===== src/rtl/clock_gen_multi.sv =====
`default_nettype none
// ============================================================================
// Module   : clock_gen_multi
// Brief    : NUM_CH programmable 50%-duty divided clocks derived from clk,
//            each with a rising-edge tick, glitch-free stop/start and
//            period-boundary divisor updates, plus a watchdog counter
//            advanced by the last channel's ticks.
// Revision : 1.0 - initial release
// ============================================================================
module clock_gen_multi #(
    parameter int NUM_CH  = 3,
    parameter int DIV_W   = 16,
    parameter int WDT_W   = 16,
    parameter int DIV_RST = 1
) (
    input  logic                                          clk,
    input  logic                                          reset,
    input  logic [NUM_CH-1:0]                             ch_enable,
    input  logic                                          div_wr,
    input  logic [((NUM_CH > 1) ? $clog2(NUM_CH) : 1)-1:0] div_sel,
    input  logic [DIV_W-1:0]                              div_value,
    output logic [NUM_CH-1:0]                             div_pending,
    output logic [NUM_CH-1:0]                             ch_out,
    output logic [NUM_CH-1:0]                             ch_tick,
    output logic [NUM_CH-1:0]                             ch_running,
    input  logic                                          wdt_kick,
    input  logic [WDT_W-1:0]                              wdt_limit,
    output logic [WDT_W-1:0]                              wdt_count,
    output logic                                          wdt_timeout
);

    localparam int SEL_W = (NUM_CH > 1) ? $clog2(NUM_CH) : 1;

    localparam logic [DIV_W-1:0] c_div_rst = DIV_W'(DIV_RST);
    localparam logic [DIV_W-1:0] c_div_one = DIV_W'(1);

    // STOPPING is a run state that only finishes the current high phase.
    typedef enum logic [1:0] {
        ST_IDLE     = 2'd0,
        ST_RUN      = 2'd1,
        ST_STOPPING = 2'd2
    } ch_state_t;

    logic [WDT_W-1:0] r_wdt_count;
    logic             r_wdt_timeout;

    genvar gi;
    generate
        for (gi = 0; gi < NUM_CH; gi++) begin : g_ch
            ch_state_t        r_state;
            ch_state_t        w_state_nxt;
            logic [DIV_W-1:0] r_cnt;
            logic [DIV_W-1:0] w_cnt_nxt;
            logic [DIV_W-1:0] r_div;
            logic [DIV_W-1:0] w_div_nxt;
            logic [DIV_W-1:0] r_pend_val;
            logic [DIV_W-1:0] w_pend_val_nxt;
            logic             r_pend;
            logic             w_pend_nxt;
            logic             r_out;
            logic             w_out_nxt;
            logic             r_tick;
            logic             w_tick_nxt;
            logic             w_apply;
            logic             w_wr;
            logic             w_wrap;
            logic [DIV_W-1:0] w_div_eff;

            // A programmed divisor of zero behaves as one.
            assign w_div_eff = (r_div == '0) ? c_div_one : r_div;
            assign w_wrap    = (r_cnt == (w_div_eff - c_div_one));
            // Out-of-range selects match no channel, so such writes vanish.
            assign w_wr      = div_wr && (div_sel == SEL_W'(gi));

            // Next-state, counter, output and divisor-update decode
            always_comb begin
                w_state_nxt    = r_state;
                w_cnt_nxt      = r_cnt;
                w_out_nxt      = r_out;
                w_tick_nxt     = 1'b0;
                w_apply        = 1'b0;
                w_div_nxt      = r_div;
                w_pend_nxt     = r_pend;
                w_pend_val_nxt = r_pend_val;

                case (r_state)
                    ST_IDLE: begin
                        w_cnt_nxt = '0;
                        w_out_nxt = 1'b0;
                        w_apply   = r_pend;
                        if (ch_enable[gi]) begin
                            w_state_nxt = ST_RUN;
                        end
                    end
                    ST_RUN, ST_STOPPING: begin
                        if (!ch_enable[gi] && !r_out) begin
                            // Low phase: stopping here cannot truncate a pulse.
                            w_state_nxt = ST_IDLE;
                            w_cnt_nxt   = '0;
                        end else begin
                            if (w_wrap) begin
                                w_cnt_nxt  = '0;
                                w_out_nxt  = ~r_out;
                                w_tick_nxt = ~r_out;
                                // Falling edge closes a full period.
                                w_apply    = r_out & r_pend;
                            end else begin
                                w_cnt_nxt = r_cnt + c_div_one;
                            end
                            if (ch_enable[gi]) begin
                                w_state_nxt = ST_RUN;
                            end else if (w_wrap && r_out) begin
                                w_state_nxt = ST_IDLE;
                            end else begin
                                w_state_nxt = ST_STOPPING;
                            end
                        end
                    end
                    default: begin
                        w_state_nxt = ST_IDLE;
                        w_cnt_nxt   = '0;
                        w_out_nxt   = 1'b0;
                    end
                endcase

                // The apply uses the value held before any same-cycle write;
                // that write then becomes pending for the next boundary.
                if (w_apply) begin
                    w_div_nxt  = r_pend_val;
                    w_pend_nxt = 1'b0;
                end
                if (w_wr) begin
                    w_pend_val_nxt = div_value;
                    w_pend_nxt     = 1'b1;
                end
            end

            // Channel registers; reset discards pending writes
            always_ff @(posedge clk or posedge reset) begin
                if (reset) begin
                    r_state    <= ST_IDLE;
                    r_cnt      <= '0;
                    r_div      <= c_div_rst;
                    r_pend_val <= '0;
                    r_pend     <= 1'b0;
                    r_out      <= 1'b0;
                    r_tick     <= 1'b0;
                end else begin
                    r_state    <= w_state_nxt;
                    r_cnt      <= w_cnt_nxt;
                    r_div      <= w_div_nxt;
                    r_pend_val <= w_pend_val_nxt;
                    r_pend     <= w_pend_nxt;
                    r_out      <= w_out_nxt;
                    r_tick     <= w_tick_nxt;
                end
            end

            assign ch_out[gi]      = r_out;
            assign ch_tick[gi]     = r_tick;
            assign ch_running[gi]  = (r_state != ST_IDLE);
            assign div_pending[gi] = r_pend;
        end
    endgenerate

    // Watchdog count: kick wins over a tick, count saturates at all-ones
    always_ff @(posedge clk or posedge reset) begin
        if (reset) begin
            r_wdt_count <= '0;
        end else if (wdt_kick) begin
            r_wdt_count <= '0;
        end else if (ch_tick[NUM_CH-1] && (r_wdt_count != '1)) begin
            r_wdt_count <= r_wdt_count + WDT_W'(1);
        end
    end

    // Sticky timeout; >= also catches a limit lowered below the count
    always_ff @(posedge clk or posedge reset) begin
        if (reset) begin
            r_wdt_timeout <= 1'b0;
        end else if ((wdt_limit != '0) && (r_wdt_count >= wdt_limit)) begin
            r_wdt_timeout <= 1'b1;
        end
    end

    assign wdt_count   = r_wdt_count;
    assign wdt_timeout = r_wdt_timeout;

endmodule
`default_nettype wire


===== config.mk =====
export PLATFORM = sky130hd
export DESIGN_NAME = clock_gen_multi
export DESIGN_NICKNAME = d
export VERILOG_FILES = /design/src/rtl/clock_gen_multi.sv
export SDC_FILE = /design/constraint.sdc
export NUM_CORES = 1
export LEC_CHECK = 0
export CAP_MARGIN = 20
export CORE_UTILIZATION = 51
export DETAILED_ROUTE_END_ITERATION = 7
export HOLD_SLACK_MARGIN = 0.12
export PLACE_DENSITY = 0.71
export SETUP_SLACK_MARGIN = 0.05
export SLEW_MARGIN = 5
export SYNTH_ARGS = -nofsm -noshare
export SYNTH_HDL_FRONTEND = slang
export SYNTH_SLANG_ARGS = --single-unit

===== constraint.sdc =====
create_clock -name clk -period 14.92 [get_ports clk]
set_input_delay 3.73 -clock clk [delete_from_list [all_inputs] [get_ports clk]]
set_output_delay 3.73 -clock clk [all_outputs]
set_load 0.05 [all_outputs]

==> metrics.yaml, run 1 <==
timing:
  finalSetupTns_ps: 0
  rsz0062_at_grt: "no"
  slew_headroom: 0.268
  setup_violations: 0
  fmax_ghz: 0.173
  fin_crit_sh: 0.389
  post-route-min-period_ps: 5800
  finalClockSkew_ps: 11.2
  hold_viol: 0
  final_max_slew_viol_count: 0
  whs_ps: 488
  worstMarginPinSlew_ps: 1090
global_route:
  grt_max_degree: 73
  grt.overflow.total: 0
  grt_pass1_vias: 7063
  antenna_found_initial: 0
  grt_usage: 0.230
  grt_pass1_wl_um: 36200
placed_design:
  placed_area_um2: 10800
  gp_congestion: 0.949
  dpl.hpwl_um: 15700
  io_buffers: 69
  placed_cells: 1253
clock_tree:
  cts.clk_slew.worst_paths_ps: 60
  clock_path_buffers: 2
  ctsHtreeMaxLevel: 4
  worstSkewPairLatency_ps: 430
  cts_hold_buf: 0
  post-cts-setup-buffers: 0
  root_buffer: "clkbuf_16"
  cts_inserted_buffers: 17
  cts.sinks: 176
  cts_tree: "done"
  cts.repair.resized: 0
detailed_routing:
  wl_met2_um: 10100
  met3_length_um: 876
  drtIter0Drc: 462
  wl_per_cell_um: 16.9
  routed_via_density: 5.67
  wl_met1_um: 10500
  routed-via-count: 7286
  drt_pass1_iterations: 6
  drtAntennaViolNets: 0
  drt_wl_total_um: 21700
  drc_errors: 0
  top_layer: "met4"
floorplanning:
  design.core.area_um2: 18900
  fp.dieH_um: 141
  placement_rows: 50
  die_area_um2: 20000
  num_io_pins: 70
  initial_utilization: 0.524
  dieWidth_um: 141
yosys:
  synth.distinct_cells: 77
  synth_nets: 1030
  yosysMostFrequentCell: "dfrtp_1"
  synth.avg_cell_area_um2: 10.3
  yosys.area.top_type: "dfrtp_1"
  synthTopCellsByArea: "dfrtp_1 44%, mux2_2 9.9%, xnor2_1 5.3%"
  ys_seq_area_frac: 0.445
  ys_async_sr_fraction: 1.00
  synth_ff_type: "dfrtp_1"
  synth_common_cells: "173 x dfrtp_1, 107 x nor2_1, 87 x mux2_2, 60 x xnor2_1, 51 x nand2_1"
  synthCells: 960
  ys_warn_count: 0
  yosys_register_bits: 176
  synth_top_cell_area_share: 0.437
  syn_area_um2: 9910
  synth_enable_flop_cells: 0
cells_and_area:
  fin_area_um2: 11400
  drive_gt1_frac: 0.152
  diodes: 0
  nFillCells: 1631
  fin_cells: 1284
  syn_to_final_growth_pct: 14.7
  fin_nets: 1082
worst_hold_path:
  hp-start: "wdt_timeout"
  whs_endpoint: "wdt_timeout"
  whs_path_depth: 2
  hold_class: "reg -> reg"
worst_setup_path:
  endpoint_kind: "primary output"
  r2r_cells: 12
  worst_setup_path_start_kind: "flip-flop"
  r2r_end: "g_ch[0].r_div[12]"
  rrSetupSlack_ps: 9530
  crit_start: "g_ch[0].r_state[0]"
  crit_type: "reg -> out"
  crit_fanout: 5
  required_ps: 11190
  crit_arrival_ps: 2070
  timing.rr.start: "g_ch[0].r_div[9]"
run:
  cap_violations: 0
power_and_ir_drop:
  total_leakage_power_nw: 4.69
  power_mw: 1.67
  powerDensity_nw_per_um2: 147
  ir_worst_vdd_mv: 0.0817
run_status:
  run_status: "finished clean"
==> cells by family (layout without fill, tap and decap cells) <==
family          Yosys count  count (layout)  share of synthesized area
fa+ha+maj                29              29                     0.0366
simple gates            351             351                      0.187
flops                   176             176                      0.445
mux                     106             106                      0.123
xor+xnor                107             107                     0.0946
buf+inv                  86             150                     0.0395
compound gates          105             105                     0.0743
==> sequential cells by signal, summed over array words and instances (netlist names) <==
register,count
g_ch.r_cnt,48
g_ch.r_div,48
g_ch.r_out,3
g_ch.r_pend,3
g_ch.r_pend_val,48
g_ch.r_state,6
g_ch.r_tick,3
wdt_count,16
wdt_timeout,1
==> routing by layer <==
layer / GRT usage / vias to the layer above
li1: - / 3507
met1: 0.324 / 3629
met2: 0.372 / 138
met3: 0.0456 / 12
met4: 0.0475 / 0
met5: 0 / -
==> how the worst max path moves through the flow <==
stage,end
6_report,ch_running[0]
3_5_place_dp,g_ch[2].r_cnt[1]
4_1_cts,ch_running[0]
5_1_grt,g_ch[1].r_pend_val[15]
3_3_place_gp,g_ch[2].r_cnt[2]
2_1_floorplan,g_ch[0].r_cnt[0]
==> power by group <==
group          total [mW]  internal (mW)  leakage (nW)  switching (mW)
Sequential          0.718          0.575          2.24           0.143
Clock               0.470          0.281         0.301           0.189
Combinational       0.484          0.246          2.14           0.238
==> worst max-delay path, stage by stage (launching register included) <==
cell and delay [ps]:
dfrtp_1 350, inv_1 70, ha_1 240, inv_1 160
clkdlybuf4s50_1 830
==> placed cells by master, fill, tap and decap left out, drive strengths merged, types with 7 or more instances in the layout <==
master	instances
dfrtp	173
nor2	107
mux2	98
clkdlybuf4s50	69
xnor2	60
nand2	51
xor2	47
inv	47
nand3	41
ha	29
o21ai	23
nor3	21
nor4	21
a21oi	20
and3	18
clkbuf	18
nand4	14
or3	13
or4	11
nor3b	10
mux2i	8
nor2b	8
o31ai	7
nand2b	7
==> final cells by class <==
class	count	area (µm²)	share of cell area
multi-input cells	698	5110	0.450
flip-flops and latches	176	4410	0.388
repair buffers	75	736	0.0647
clock buffers	18	429	0.0378
well taps	260	325	0.0286
clock inverters	13	186	0.0164
inverters	44	170	0.0150
==> metrics by stage <==
step           utilization  setup WS (ps)
2_1_floorplan            -           6420
3_3_place_gp         0.569           8760
3_5_place_dp         0.569           8730
4_1_cts              0.602           9100
5_1_grt              0.602           8930
6_report             0.602           9120
(Power assumes the default switching activity.)
==> run 2, diff against run 1 <==
--- a/config.mk
+++ b/config.mk
@@ -9,7 +9,7 @@
 export CORE_UTILIZATION = 51
 export DETAILED_ROUTE_END_ITERATION = 7
 export HOLD_SLACK_MARGIN = 0.12
-export PLACE_DENSITY = 0.71
+export PLACE_DENSITY = 0.73
 export SETUP_SLACK_MARGIN = 0.05
 export SLEW_MARGIN = 5
 export SYNTH_ARGS = -nofsm -noshare
==> constraint.sdc (replaced) <==
create_clock -name clk -period 5.07 [get_ports clk]
set_input_delay 1.2675 -clock clk [delete_from_list [all_inputs] [get_ports clk]]
set_output_delay 1.2675 -clock clk [all_outputs]
set_load 0.05 [all_outputs]
==> metrics.yaml, run 2 (synthesis results as in run 1) <==
timing:
  finalSetupTns_ps: 0
  rsz0062_at_grt: "no"
  hold_viol: 0
  setup_violations: 0
  fin_crit_sh: 0.926
  fmax_ghz: 0.213
  worstMarginPinSlew_ps: 988
  post-route-min-period_ps: 4700
  slew_headroom: 0.339
  finalClockSkew_ps: 14.5
  final_max_slew_viol_count: 0
clock_tree:
  worstSkewPairLatency_ps: 430
  cts.clk_slew.worst_paths_ps: 70
  post-cts-setup-buffers: 0
  cts.sinks: 176
  cts_hold_buf: 0
  cts.repair.resized: 0
  root_buffer: "clkbuf_16"
  ctsHtreeMaxLevel: 4
  clock_path_buffers: 2
  cts_inserted_buffers: 17
  cts_tree: "done"
detailed_routing:
  drt_pass1_iterations: 5
  routed-via-count: 7321
  drtAntennaViolNets: 0
  drc_errors: 0
  wl_per_cell_um: 16.6
  routed_via_density: 5.67
  drt_wl_total_um: 21500
  drtIter0Drc: 433
worst_setup_path:
  path_delay_family: "simple AND/OR/NAND/NOR gates"
  slowest_delay_ps: 680
  critPathBufInv: 0
  endpoint_kind: "flip-flop"
  crit_fanout: 16
  crit_arrival_ps: 5010
  cp_cell_sequence: "or4_1 -> nor4_2 -> a21oi_1 -> ha_1 -> xor2_1 -> o21ai_0 -> or3_1 -> nor4_1 -> nand4b_1 -> o41a_1 -> or3b_1 -> mux2_1"
  critPathSlowestCell: "or3b_1"
  worst_setup_path_start_kind: "flip-flop"
  required_ps: 5380
  crit_type: "reg -> reg"
cells_and_area:
  diodes: 0
  utilization: 0.603
  layout_common_cells: "173 x dfrtp_1, 107 x nor2_1, 87 x mux2_2"
  syn_to_final_growth_pct: 15.0
  fin_nets: 1089
  top_regs: "g_ch.r_cnt x48, g_ch.r_div x48, g_ch.r_pend_val x48"
  drive_gt1_frac: 0.159
  layout_commonest_cell: "dfrtp_1"
  nFillCells: 1624
power_and_ir_drop:
  seqPwrFrac: 0.434
  p_sw_mw: 1.68
  combPwrFrac: 0.297
  power_mw: 4.84
  p_int_mw: 3.16
  ir_worst_vdd_mv: 0.274
  swShare: 0.347
  powerDensity_nw_per_um2: 425
  power_frac_clock: 0.269
  total_leakage_power_nw: 4.70
global_route:
  grt_usage: 0.227
  grt_pass1_vias: 7105
  antenna_found_initial: 0
  grt.overflow.total: 0
  grt_pass1_wl_um: 36000
  grt_max_degree: 39
placed_design:
  io_buffers: 69
  dpl.hpwl_um: 15900
  gp_congestion: 0.957
floorplanning:
  design.core.area_um2: 18900
  dieWidth_um: 141
  placement_rows: 50
  initial_utilization: 0.524
  fp.dieH_um: 141
  die_area_um2: 20000
  num_io_pins: 70
run_status:
  run_status: "finished clean"
worst_hold_path:
  hold_class: "reg -> reg"
run:
  cap_violations: 0
-- run 2: changes by cell type in the layout (fill, tap and decap cells not counted), sizes merged --
| cell | previous run | this run |
|---|---|---|
| buf | 6 | 13 |
| bufinv | 4 | 2 |
| clkbuf | 18 | 20 |
| clkinvlp | 1 | 3 |
| inv | 47 | 45 |
-- run 2: layout make-up --
type / instances / area [µm²] / share of cell area
well taps: 260 / 325 / 0.0285
multi-input cells: 698 / 5120 / 0.450
clock inverters: 11 / 133 / 0.0116
repair buffers: 82 / 788 / 0.0692
clock buffers: 20 / 447 / 0.0392
flip-flops and latches: 176 / 4410 / 0.387
inverters: 44 / 169 / 0.0148
-- run 2: layer usage --
| layer | part of all wire | track usage | up-vias |
|---|---|---|---|
| met2 | 0.45 | 0.352 | 168 |
| met3 | 0.036 | 0.0391 | 20 |
| met4 | 0.013 | 0.0606 | 0 |
| met1 | 0.50 | 0.329 | 3614 |
| li1 | - | - | 3519 |
| met5 | 0 | 0 | - |
-- run 2: worst paths after layout --
kind | from | slack [ps] | cells after the start | end
max | g_ch[1].r_div[10] | 370 | 12 | g_ch[1].r_div[4]
min | wdt_timeout | 480 | 2 | wdt_timeout
max reg2reg | g_ch[1].r_div[10] | 370 | 12 | g_ch[1].r_div[4]
min reg2reg | wdt_timeout | 480 | 2 | wdt_timeout
max in group asynchronous | reset | 2860 | 3 | g_ch[2].r_div[0]
min in group asynchronous | reset | 1330 | 2 | g_ch[1].r_cnt[14]
-- run 2: worst min-delay path, cell delays in order (launching register included) --
cell	delay [ps]
dfrtp_1	340
a211oi_1	50
o31ai_1	50
-- run 2: power by group through the flow --
stage | clock [mW] | sequential (mW) | combinational, mW
detailed placement | 0 | 2.11 | 1.42
floorplan | 0 | 1.93 | 1.22
global placement | 0 | 2.10 | 1.41
finish | 1.30 | 2.10 | 1.44
global route | 1.39 | 2.15 | 1.58
CTS | 1.33 | 2.09 | 1.43
-- run 2: through the flow --
stage,instances,setup WS [ps],instance area [µm²],hold slack (ps)
after detailed placement,1260,279,10800,464
after global placement,1260,384,10800,460
final,1291,374,11400,479
after floorplan,960,704,9910,452
after CTS,1291,242,11400,478
after global routing,1291,61.9,11400,508
